**src/rtl/band_gain_mixer.sv**
```systemverilog
`default_nettype none
// ============================================================================
// band_gain_mixer : weights three band samples by decoded gain codes and sums
//                   them through one shared multiplier.   Revision: 1.0
// ============================================================================
module band_gain_mixer #(
  parameter int DATA_WD   = 24,
  parameter int GAIN_FRAC = 4
) (
  input  logic                      clk_i,
  input  logic                      rst_ni,
  input  logic [2:0]                sel_gain_i [2:0],
  input  logic                      sample_valid_i,
  input  logic signed [DATA_WD-1:0] band0_i,
  input  logic signed [DATA_WD-1:0] band1_i,
  input  logic signed [DATA_WD-1:0] band2_i,
  output logic                      ready_o,
  output logic signed [DATA_WD-1:0] sample_o,
  output logic                      sample_valid_o,
  output logic                      sat_o,
  output logic                      overrun_o
);

  localparam int c_PROD_WD = DATA_WD + 7;
  localparam int c_ACC_WD  = DATA_WD + 9;

  typedef enum logic [2:0] {
    IDLE = 3'd0,
    MAC0 = 3'd1,
    MAC1 = 3'd2,
    MAC2 = 3'd3,
    OUT  = 3'd4
  } state_e;

  state_e                     state_q, state_d;
  logic signed [DATA_WD-1:0]  band_q [3];
  logic [2:0]                 code_q [3];
  logic signed [c_ACC_WD-1:0] acc_q, acc_d;
  logic signed [DATA_WD-1:0]  sample_q, sample_d;
  logic                       valid_q;
  logic                       sat_q, sat_d;
  logic                       overrun_q;

  logic                       w_load;
  logic                       w_mac_en;
  logic                       w_out_en;
  logic [1:0]                 w_mac_sel;
  logic signed [DATA_WD-1:0]  w_band;
  logic [2:0]                 w_code;
  logic [5:0]                 w_gain;
  logic signed [c_PROD_WD-1:0] w_band_ext;
  logic signed [c_PROD_WD-1:0] w_gain_ext;
  logic signed [c_PROD_WD-1:0] w_prod;
  logic signed [c_ACC_WD-1:0] w_shift;
  logic                       w_fits;

  always_comb begin
    state_d   = state_q;
    w_load    = 1'b0;
    w_mac_en  = 1'b0;
    w_out_en  = 1'b0;
    w_mac_sel = 2'd0;
    case (state_q)
      IDLE: begin
        if (sample_valid_i) begin
          w_load  = 1'b1;
          state_d = MAC0;
        end
      end
      MAC0: begin
        w_mac_en  = 1'b1;
        w_mac_sel = 2'd0;
        state_d   = MAC1;
      end
      MAC1: begin
        w_mac_en  = 1'b1;
        w_mac_sel = 2'd1;
        state_d   = MAC2;
      end
      MAC2: begin
        w_mac_en  = 1'b1;
        w_mac_sel = 2'd2;
        state_d   = OUT;
      end
      OUT: begin
        w_out_en = 1'b1;
        state_d  = IDLE;
      end
      default: state_d = IDLE;
    endcase
  end

  // Operand select for the single shared multiplier.
  always_comb begin
    w_band = band_q[0];
    w_code = code_q[0];
    case (w_mac_sel)
      2'd1: begin
        w_band = band_q[1];
        w_code = code_q[1];
      end
      2'd2: begin
        w_band = band_q[2];
        w_code = code_q[2];
      end
      default: ;
    endcase
  end

  always_comb begin
    case (w_code)
      3'd0:    w_gain = 6'd0;
      3'd1:    w_gain = 6'd4;
      3'd2:    w_gain = 6'd8;
      3'd3:    w_gain = 6'd16;
      3'd4:    w_gain = 6'd24;
      3'd5:    w_gain = 6'd32;
      default: w_gain = 6'd16;
    endcase
  end

  assign w_band_ext = {{7{w_band[DATA_WD-1]}}, w_band};
  assign w_gain_ext = {{(c_PROD_WD-6){1'b0}}, w_gain};
  assign w_prod     = w_band_ext * w_gain_ext;

  always_comb begin
    acc_d = acc_q;
    if (w_load) begin
      acc_d = '0;
    end else if (w_mac_en) begin
      acc_d = acc_q + {{2{w_prod[c_PROD_WD-1]}}, w_prod};
    end
  end

  // Result fits when every bit above the output sign bit matches it.
  assign w_shift = acc_q >>> GAIN_FRAC;
  assign w_fits  = (&w_shift[c_ACC_WD-1:DATA_WD-1]) | ~(|w_shift[c_ACC_WD-1:DATA_WD-1]);

  always_comb begin
    sample_d = w_shift[DATA_WD-1:0];
    sat_d    = 1'b0;
    if (!w_fits) begin
      sat_d = 1'b1;
      if (w_shift[c_ACC_WD-1]) begin
        sample_d = {1'b1, {(DATA_WD-1){1'b0}}};
      end else begin
        sample_d = {1'b0, {(DATA_WD-1){1'b1}}};
      end
    end
  end

  always_ff @(posedge clk_i or negedge rst_ni) begin
    if (!rst_ni) begin
      state_q   <= IDLE;
      acc_q     <= '0;
      sample_q  <= '0;
      valid_q   <= 1'b0;
      sat_q     <= 1'b0;
      overrun_q <= 1'b0;
      for (int k = 0; k < 3; k++) begin
        band_q[k] <= '0;
        code_q[k] <= '0;
      end
    end else begin
      state_q <= state_d;
      acc_q   <= acc_d;
      valid_q <= w_out_en;
      sat_q   <= w_out_en & sat_d;
      if (w_out_en) begin
        sample_q <= sample_d;
      end
      if (w_load) begin
        band_q[0] <= band0_i;
        band_q[1] <= band1_i;
        band_q[2] <= band2_i;
        code_q[0] <= sel_gain_i[0];
        code_q[1] <= sel_gain_i[1];
        code_q[2] <= sel_gain_i[2];
      end
      if (sample_valid_i && (state_q != IDLE)) begin
        overrun_q <= 1'b1;
      end
    end
  end

  assign ready_o        = (state_q == IDLE);
  assign sample_o       = sample_q;
  assign sample_valid_o = valid_q;
  assign sat_o          = sat_q;
  assign overrun_o      = overrun_q;

endmodule
`default_nettype wire

```
**config.mk**
```make
export PLATFORM = sky130hd
export DESIGN_NAME = band_gain_mixer
export DESIGN_NICKNAME = d
export VERILOG_FILES = /design/src/rtl/band_gain_mixer.sv
export SDC_FILE = /design/constraint.sdc
export NUM_CORES = 1
export LEC_CHECK = 0
export ABC_AREA = 1
export CORE_ASPECT_RATIO = 0.7
export CORE_MARGIN = 2
export CORE_UTILIZATION = 36
export CTS_BUF_LIST = sky130_fd_sc_hd__clkbuf_8
export CTS_CLUSTER_DIAMETER = 40
export DETAILED_ROUTE_END_ITERATION = 6
export PLACE_DENSITY = 0.6
export SLEW_MARGIN = 10
export SYNTH_ARGS = -nofsm -noshare
export SYNTH_HDL_FRONTEND = slang
export SYNTH_SLANG_ARGS = --single-unit
```
**constraint.sdc**
```tcl
create_clock -name clk_i -period 7.75 [get_ports clk_i]
set_input_delay 0.775 -clock clk_i [delete_from_list [all_inputs] [get_ports clk_i]]
set_output_delay 0.775 -clock clk_i [all_outputs]
set_load 0.03 [all_outputs]
```
==> results of run 1 <==
==> Yosys cell counts (all sizes together), types with 8 or more instances <==
cell type  number  area [sq um]
nand2         476          1800
nor2          201           787
dfrtp         142          3550
ha            132          1650
inv           105           394
a21oi         101           509
o21ai          67           335
fa             50          1000
nand3          36           185
or2            22           138
buf            21           146
clkbuf         21          78.8
o221ai         20           175
xor2           15           131
xnor2          11          96.3
nor3            9          45.0
o21bai          8          60.1
==> critical path: cells and delay by family (launching register included) <==
| family | cells | cell delay, ps |
|---|---|---|
| DFF | 1 | 460 |
| AOI/OAI and AO/OA | 7 | 1200 |
| xor gates and xnor gates | 1 | 150 |
| buffers and inverters | 8 | 810 |
| adders and majority gates | 7 | 2600 |
| and+or+nand+nor | 14 | 1800 |
==> cells by family (layout without fill, tap and decap cells) <==
logic type | after synthesis | in the layout | synth area share [%]
simple gates | 762 | 762 | 26.9
compound gates | 226 | 226 | 11.4
fa+ha+maj | 182 | 182 | 23.2
buf+inv | 147 | 266 | 5.42
flops | 142 | 142 | 31.1
xor+xnor | 26 | 26 | 1.99
==> state kept, by name, indices dropped and copies added (netlist names) <==
signal	count
sample_o	24
sample_valid_o	1
sat_o	1
acc_q	31
band_q	72
overrun_o	1
code_q	9
state_q	3
==> final cells by class <==
type | count | area (sq um)
Sequential cell | 142 | 3550
Timing Repair Buffer | 129 | 1250
Multi-Input combinational cell | 1196 | 7260
Clock inverter | 15 | 154
Fill cell | 3209 | 17800
Inverter | 105 | 394
Tap cell | 420 | 526
Clock buffer | 17 | 234
==> stage by stage <==
stage | hold slack (ps) | std cells | utilization, %
2_1_floorplan | 441 | 1485 | -
3_3_place_gp | 460 | 1992 | 41.6
3_5_place_dp | 460 | 1992 | 41.6
4_1_cts | 320 | 2024 | 42.8
5_1_grt | 365 | 2024 | 42.8
6_report | 323 | 2024 | 42.8
==> layer usage <==
layer  track usage, %  vias to the layer above  wire length [um]  part of all wire [%]
li1                 -                     5071                 -                     -
met1             28.6                     4693             15700                    52
met2             27.5                      179             12900                    43
met3             3.90                       16              1460                   4.8
met4             3.49                        0               211                  0.70
met5                0                        -                 0                     0
==> path summary, 6_finish.rpt <==
| kind | from | endpoint | slack, ps | depth (start not counted) |
|---|---|---|---|---|
| setup / recovery | state_q[2]$_DFFE_PN0P_ | acc_q[27]$_DFFE_PN0P_ | 590 | 37 |
| hold / removal | rst_ni | sample_o[22]$_DFFE_PN0P_ | 320 | 1 |
| max in group asynchronous | rst_ni | band_q[40]$_DFFE_PN0P_ | 6060 | 2 |
| setup reg to reg | state_q[2]$_DFFE_PN0P_ | acc_q[27]$_DFFE_PN0P_ | 590 | 37 |
| hold reg to reg | band_q[62]$_DFFE_PN0P_ | band_q[62]$_DFFE_PN0P_ | 480 | 2 |
| min in group clk_i | band_q[62]$_DFFE_PN0P_ | band_q[62]$_DFFE_PN0P_ | 480 | 2 |
==> repair_timing <==
item,in CTS,in global routing
endpoints found under the setup margin,0,4
gates resized for setup,0,1
buffers inserted,0,0
==> impl_metrics.tcl, run 1 <==
set metrics [dict create \
    ant_nets 0 \
    ys_ff_latch 142 \
    wl_um 30200 \
    gp_congestion 0.955 \
    place_area_sq_um 13000 \
    synth_edf_count 0 \
    cts_tree "done" \
    async_flop_share_pct 100 \
    setup-violations-final 0 \
    hold_class "in2async" \
    nNetsFinal 1857 \
    synth_ff_type "dfrtp_1" \
    yosysSeqAreaShare_pct 31.1 \
    critical-path-slowest-cell "fa_1" \
    drtIter0Drc 688 \
    synth_cells 1485 \
    port_buffers 111 \
    place_ws_ps 617 \
    timing.final.hold_violations 0 \
    final_area_sq_um 13400 \
    diodes 0 \
    cp-end-kind "flop" \
    timing.final.crit_share_pct 92.3 \
    timing_worst_slew_pin_value_ps 865 \
    drt_pre_antenna_iters 5 \
    grt_pass1_wl_um 49900 \
    syn_nets 1751 \
    setup-tns-final_ps 0 \
    cp.arrival_ps 7530 \
    yosysUniqueCellTypes 46 \
    route.detailed.drc 0 \
    dieHeight_um 153 \
    synth_area_sq_um 11400 \
    synth_area_per_cell_sq_um 7.70 \
    worst_ep_required_time_ps 8130 \
    critical_path_class "reg2reg" \
    clk_pin_slew_ps 90 \
    ioPinCount 112 \
    drive_gt1_share_pct 5.99 \
    slew_viol_final 0 \
    numCtsBuffers 17 \
    cp_max_fo 27 \
    grt_max_degree 88 \
    clock_latency_ps 490 \
    cts_max_path_buffers 2 \
    overflow 0 \
    routedWlPerCell_um 14.9 \
    setup_ws_ps 595 \
    num_rows 54 \
    postCtsHoldBufs 0 \
    core_region_area_sq_um 31200 \
    die_area_sq_um 33200 \
    vias 9959 \
    htreeDepth 4 \
    cts_root_buf "clkbuf_8" \
    grt_pass1_vias 9669 \
    dpl.hpwl_um 24000 \
    synthToLayoutAreaGrowth_pct 17.0 \
    grt_setup_unrepaired "no" \
    avgViaCountPerCell 4.92 \
    max_stage_delay_ps 530 \
    fin_crit_ps 7160 \
    cts.sinks 142 \
    initial_utilization_pct 36.6 \
    final_cell_mix "472 x nand2_1, 194 x nor2_1, 142 x dfrtp_1" \
    die_w_um 217 \
    cap_violations 0 \
    grt_usage_pct 18.8 \
    startpoint_type "flop" \
    ys.warnings.count 0 \
    antenna_found_initial 0 \
    layout_commonest_cell "nand2_1" \
    relSlewSlack_pct 42.3 \
    path_common_cell "nand2_1" \
    status "completed" \
    fmax_mhz 140 \
    skew_ps 12.1 \
]
Power of run 1 is not shown: default switching activity piles up to over one toggle a cycle in this logic, so the estimate is an artifact.
==> inputs of run 2 (changes only) <==
--- a/config.mk
+++ b/config.mk
@@ -8,11 +8,11 @@
 export ABC_AREA = 1
 export CORE_ASPECT_RATIO = 0.7
 export CORE_MARGIN = 2
-export CORE_UTILIZATION = 36
+export CORE_UTILIZATION = 60
 export CTS_BUF_LIST = sky130_fd_sc_hd__clkbuf_8
 export CTS_CLUSTER_DIAMETER = 40
 export DETAILED_ROUTE_END_ITERATION = 6
-export PLACE_DENSITY = 0.6
+export PLACE_DENSITY = 0.88
 export SLEW_MARGIN = 10
 export SYNTH_ARGS = -nofsm -noshare
 export SYNTH_HDL_FRONTEND = slang
==> run 2 against run 1 <==
  * Global-route usage is 12 points higher
  * Clock skew is 2.1 ps higher
  * Hold slack worse by 37 ps
  * Final area is 1.0% lower
  * Register-to-register slack worse by 100 ps
  * Largest cell class unchanged
  * Core utilization is 28 points higher
  * Sequential share of layout area is 0.28 points higher
  * Fmax is 1.4% lower
==> impl_metrics.tcl, run 2 (synthesis gave the netlist of run 1 again) <==
set metrics [dict create \
    cts_max_path_buffers 2 \
    top_register "band_q" \
    r2r_setup_slack_ps 490 \
    use_met3_pct 5.15 \
    largest_reg_flops 72 \
    r2r-start "state_q[2]$_DFFE_PN0P_" \
    vias 10500 \
    status "completed" \
    grt_pass1_wl_um 48800 \
    use_met1_pct 46.0 \
    timing_worst_slew_pin_value_ps 955 \
    die_area_sq_um 20200 \
    dpl.hpwl_um 22900 \
    grt_usage_pct 30.5 \
    setup-violations-final 0 \
    nFillCells 1476 \
    drtIter0Drc 1154 \
    synthToLayoutAreaGrowth_pct 15.8 \
    clk_pin_slew_ps 100 \
    diodes 0 \
    relSlewSlack_pct 36.3 \
    routedWlPerCell_um 16.5 \
    cp-end-kind "flop" \
    layout_commonest_cell "nand2_1" \
    fin_crit_ps 7260 \
    hold_class "in2async" \
    htreeDepth 4 \
    core_region_area_sq_um 18800 \
    die_w_um 169 \
    initial_utilization_pct 60.9 \
    grt_pass1_vias 9855 \
    cts_root_buf "clkbuf_8" \
    numCtsBuffers 17 \
    antenna_found_initial 0 \
    setup-tns-final_ps 0 \
    path_common_cell "nand2_1" \
    max_stage_delay_ps 530 \
    ant_nets 0 \
    cp_max_fo 27 \
    cp.arrival_ps 7670 \
    port_buffers 111 \
    fmax_mhz 138 \
    critical-path-slowest-cell "fa_1" \
    wl_um 30400 \
    clock_latency_ps 490 \
    overflow 0 \
    drive_gt1_share_pct 5.93 \
    avgViaCountPerCell 5.68 \
    top_usage_layer "met1" \
    skew_ps 14.2 \
    gp_congestion 0.934 \
    timing.final.hold_violations 0 \
    cap_violations 0 \
    timing.final.crit_share_pct 93.6 \
    route.detailed.drc 0 \
    postCtsHoldBufs 0 \
    num_rows 42 \
    startpoint_type "flop" \
    grt_setup_unrepaired "no" \
    reg2reg_to "acc_q[31]$_DFFE_PN0P_" \
    nNetsFinal 1855 \
    drt_pre_antenna_iters 6 \
    grtUsageMet2_pct 45.8 \
    final_cell_mix "472 x nand2_1, 193 x nor2_1, 142 x dfrtp_1" \
    cts_tree "done" \
    grt_max_degree 88 \
    slew_viol_final 0 \
    critical_path_class "reg2reg" \
    ioPinCount 112 \
    worst_ep_required_time_ps 8160 \
    dieHeight_um 119 \
    cts.sinks 142 \
    worst_r2r_path_depth 37 \
]
-- run 2: cell types whose count changed in the layout (fill, tap and decap cells not counted) --
cell        change
buf_4           -2
bufinv_16       +3
clkinv_4        -2
clkinv_8        +2
clkinvlp_4      -5
inv_2           -1
inv_4           +1
inv_8           +2
nor2_1          -1
nor2_4          +1
-- run 2: layout make-up --
class	instances	area (sq um)	share of cell area, %
timing repair buffer	127	1230	9.31
clock buffer	17	234	1.77
multi-input combinational	1196	7270	54.9
inverter	105	397	3.00
clock inverter	15	244	1.84
tap	242	303	2.29
sequential	142	3550	26.9
-- run 2: how the worst max path moves through the flow --
stage | cells after the start | end | startpoint
3_5_place_dp | 37 | acc_q[31]$_DFFE_PN0P_ | state_q[2]$_DFFE_PN0P_
4_1_cts | 37 | acc_q[25]$_DFFE_PN0P_ | state_q[2]$_DFFE_PN0P_
6_report | 37 | acc_q[31]$_DFFE_PN0P_ | state_q[2]$_DFFE_PN0P_
5_1_grt | 37 | acc_q[27]$_DFFE_PN0P_ | state_q[2]$_DFFE_PN0P_
3_3_place_gp | 37 | acc_q[32]$_DFFE_PN0P_ | state_q[2]$_DFFE_PN0P_
2_1_floorplan | 38 | acc_q[32]$_DFFE_PN0P_ | state_q[2]$_DFFE_PN0P_
-- run 2: routing by layer --
layer | up-vias | wire length (um)
li1 | 5084 | -
met1 | 4928 | 14400
met2 | 417 | 13300
met3 | 50 | 2230
met4 | 0 | 507
met5 | - | 0
-- run 2: timing repair --
| item | in CTS | in global routing |
|---|---|---|
| buffers inserted | 0 | 2 |
| endpoints found under the setup margin | 0 | 8 |
| resized for setup | 0 | 4 |
-- run 2: critical path: cells and delay by family (launching register included) --
family,cells,cell delay (ps)
DFF,1,470
AOI/OAI and AO/OA,10,1840
adders and majority gates,7,2550
buffers and inverters,8,980
and+or+nand+nor,11,1180
xor gates and xnor gates,1,150
-- run 2: stage by stage --
| step | utilization [%] | hold slack [ps] | instances | area [sq um] | setup slack [ps] |
|---|---|---|---|---|---|
| floorplan | - | 441 | 1485 | 11400 | 1740 |
| global placement | 67.9 | 457 | 1810 | 12700 | 667 |
| detailed placement | 67.9 | 458 | 1810 | 12700 | 461 |
| CTS | 70.4 | 312 | 1842 | 13200 | 354 |
| global route | 70.5 | 338 | 1844 | 13200 | 41.3 |
| finish | 70.5 | 286 | 1844 | 13200 | 493 |
Power of run 2 is left out for the same reason.
==> inputs of run 3 (changes only) <==
--- a/config.mk
+++ b/config.mk
@@ -5,14 +5,13 @@
 export SDC_FILE = /design/constraint.sdc
 export NUM_CORES = 1
 export LEC_CHECK = 0
-export ABC_AREA = 1
 export CORE_ASPECT_RATIO = 0.7
 export CORE_MARGIN = 2
 export CORE_UTILIZATION = 60
 export CTS_BUF_LIST = sky130_fd_sc_hd__clkbuf_8
 export CTS_CLUSTER_DIAMETER = 40
 export DETAILED_ROUTE_END_ITERATION = 6
-export PLACE_DENSITY = 0.88
+export PLACE_DENSITY = 0.89
 export SLEW_MARGIN = 10
 export SYNTH_ARGS = -nofsm -noshare
 export SYNTH_HDL_FRONTEND = slang
==> run 3 against run 2 <==
  * Non-clock buffer count unchanged
  * First-iteration DRC count decreased by 46%
  * Die area fell by 3.2%
  * Core utilization rose by 1.0 points
==> impl_metrics.tcl, run 3 <==
set metrics [dict create \
    startpoint_type "flop" \
    skew_ps 19.9 \
    yosysUniqueCellTypes 59 \
    synth_area_per_cell_sq_um 9.73 \
    path_delay_family "compound AO/OA/AOI/OAI gates" \
    worst-path-buf-inv 0 \
    timing_worst_slew_pin_value_ps 1180 \
    dieHeight_um 118 \
    synth_edf_count 0 \
    path_common_cell "ha_1" \
    setup-violations-final 0 \
    critical-path-slowest-cell "or4_1" \
    synth.most_common_cell "nor2_1" \
    synth_commonest_cells "149 x nor2_1, 142 x dfrtp_1, 132 x ha_1" \
    cts.sinks 142 \
    layout_commonest_cell "nor2_1" \
    nNetsFinal 1501 \
    route.detailed.drc 0 \
    vias 8950 \
    syn_nets 1402 \
    grt_usage_pct 27.3 \
    cap_violations 0 \
    final_cell_mix "149 x nor2_1, 141 x dfrtp_1, 132 x ha_1" \
    critical_path_class "reg2reg" \
    initial_utilization_pct 61.2 \
    yosysSeqAreaShare_pct 32.1 \
    drive_gt1_share_pct 13.1 \
    cts_tree "done" \
    worst_r2r_path_depth 29 \
    core_region_area_sq_um 18100 \
    drt_pre_antenna_iters 5 \
    cp.arrival_ps 7760 \
    synth_area_sq_um 11100 \
    timing.final.hold_violations 0 \
    synthToLayoutAreaGrowth_pct 16.9 \
    r2r-start "state_q[1]$_DFFE_PN0P_" \
    cp-end-kind "flop" \
    status "completed" \
    gp_congestion 0.937 \
    timing.final.crit_share_pct 95.6 \
    ys.warnings.count 0 \
    slew_viol_final 0 \
    avgViaCountPerCell 6.03 \
    synth_area_leader_cell "dfrtp_1" \
    endpoint "acc_q[27]$_DFFE_PN0P_" \
    hold_class "in2async" \
    routedWlPerCell_um 18.1 \
    overflow 0 \
    worst_ep_required_time_ps 8100 \
    final-seq-area_sq_um 3550 \
    diodes 0 \
    nFillCells 1287 \
    reg2reg_to "acc_q[27]$_DFFE_PN0P_" \
    grt_pass1_vias 8701 \
    grt_max_degree 83 \
    multiInputGateArea_sq_um 7230 \
    ioPinCount 112 \
    die_w_um 166 \
    fin_crit_ps 7410 \
    dpl.hpwl_um 19300 \
    synth_cells 1136 \
    cts_root_buf "clkbuf_8" \
    ys_ff_latch 142 \
    hold_ws_ps 309 \
    synth_area_leaders "dfrtp_1 32%, ha_1 15%, fa_1 9.1%" \
    fmax_mhz 135 \
    clk_pin_slew_ps 90 \
    ant_nets 0 \
    largest_reg_flops 72 \
    grt_pass1_wl_um 43100 \
    use_met1_pct 37.7 \
    grtUsageMet2_pct 43.4 \
    relSlewSlack_pct 21.7 \
    numCtsBuffers 17 \
    num_rows 41 \
    grt_setup_unrepaired "yes" \
    port_buffers 111 \
    r2r_setup_slack_ps 340 \
    drtIter0Drc 625 \
    wl_um 26800 \
    antenna_found_initial 0 \
    cp.depth 29 \
    top_usage_layer "met2" \
    use_met3_pct 5.51 \
    max_stage_delay_ps 530 \
    synth_top_area_share_pct 32.1 \
    cp_max_fo 12 \
    critPathLaunch "state_q[1]$_DFFE_PN0P_" \
    async_flop_share_pct 100 \
    cts_max_path_buffers 2 \
    htreeDepth 4 \
    die_area_sq_um 19500 \
    clock_latency_ps 480 \
    synth_ff_type "dfrtp_1" \
    top_register "band_q" \
    postCtsHoldBufs 0 \
]
==> run 3: cell types whose count changed after synthesis, moves of 19 or more <==
| cell | delta |
|---|---|
| a21o_1 | +19 |
| inv_1 | -48 |
| mux2_2 | +82 |
| mux2i_1 | +27 |
| nand2_1 | -403 |
| nand3_1 | -20 |
| nor2_1 | -45 |
| or2_2 | -19 |
==> run 3: through the flow <==
step	TNS, ps	area, sq um	worst slack (ps)	utilization, %	std cells
finish	0	12900	340	71.6	1484
detailed placement	0	12400	175	68.5	1447
global placement	0	12400	525	68.5	1447
global route	-428	12900	-131	71.6	1484
floorplan	0	11100	546	-	1136
CTS	0	12800	76.6	70.9	1479
==> run 3: worst min-delay path by stage <==
stage	startpoint	end	slack, ps
2_1_floorplan	acc_q[2]$_DFFE_PN0P_	acc_q[2]$_DFFE_PN0P_	470
3_3_place_gp	sample_o[12]$_DFFE_PN0P_	sample_o[12]$_DFFE_PN0P_	460
3_5_place_dp	sample_o[6]$_DFFE_PN0P_	sample_o[6]$_DFFE_PN0P_	470
4_1_cts	rst_ni	sample_o[7]$_DFFE_PN0P_	320
5_1_grt	rst_ni	sample_o[7]$_DFFE_PN0P_	360
6_report	rst_ni	sample_o[7]$_DFFE_PN0P_	310
==> run 3: cell type report <==
type,count,share of cell area (%)
sequential,142,27.5
tap,236,2.28
clock inverter,15,1.43
timing repair buffer,127,9.56
inverter,52,1.51
clock buffer,17,1.81
multi-input combinational,895,55.9
==> run 3: routing by layer <==
metal / vias to the layer above / wire length [um]
li1: 4191 / -
met1: 4425 / 11800
met2: 283 / 12700
met3: 51 / 1650
met4: 0 / 654
met5: - / 0
==> run 3: cell families (layout without fill, tap and decap cells) <==
| family | count (synthesis) | in the layout | share of synthesized area, % |
|---|---|---|---|
| buf+inv | 100 | 211 | 3.50 |
| flops | 142 | 142 | 32.1 |
| simple gates | 296 | 296 | 11.6 |
| mux | 109 | 110 | 10.8 |
| fa+ha+maj | 182 | 182 | 24.0 |
| compound gates | 260 | 260 | 14.2 |
| xor+xnor | 47 | 47 | 3.72 |
==> run 3: timing repair <==
item / CTS / global route
setup buffers: 0 / 4
setup endpoints to repair: 0 / 6
resized for setup: 0 / 24
Power of run 3 is left out for the same reason.
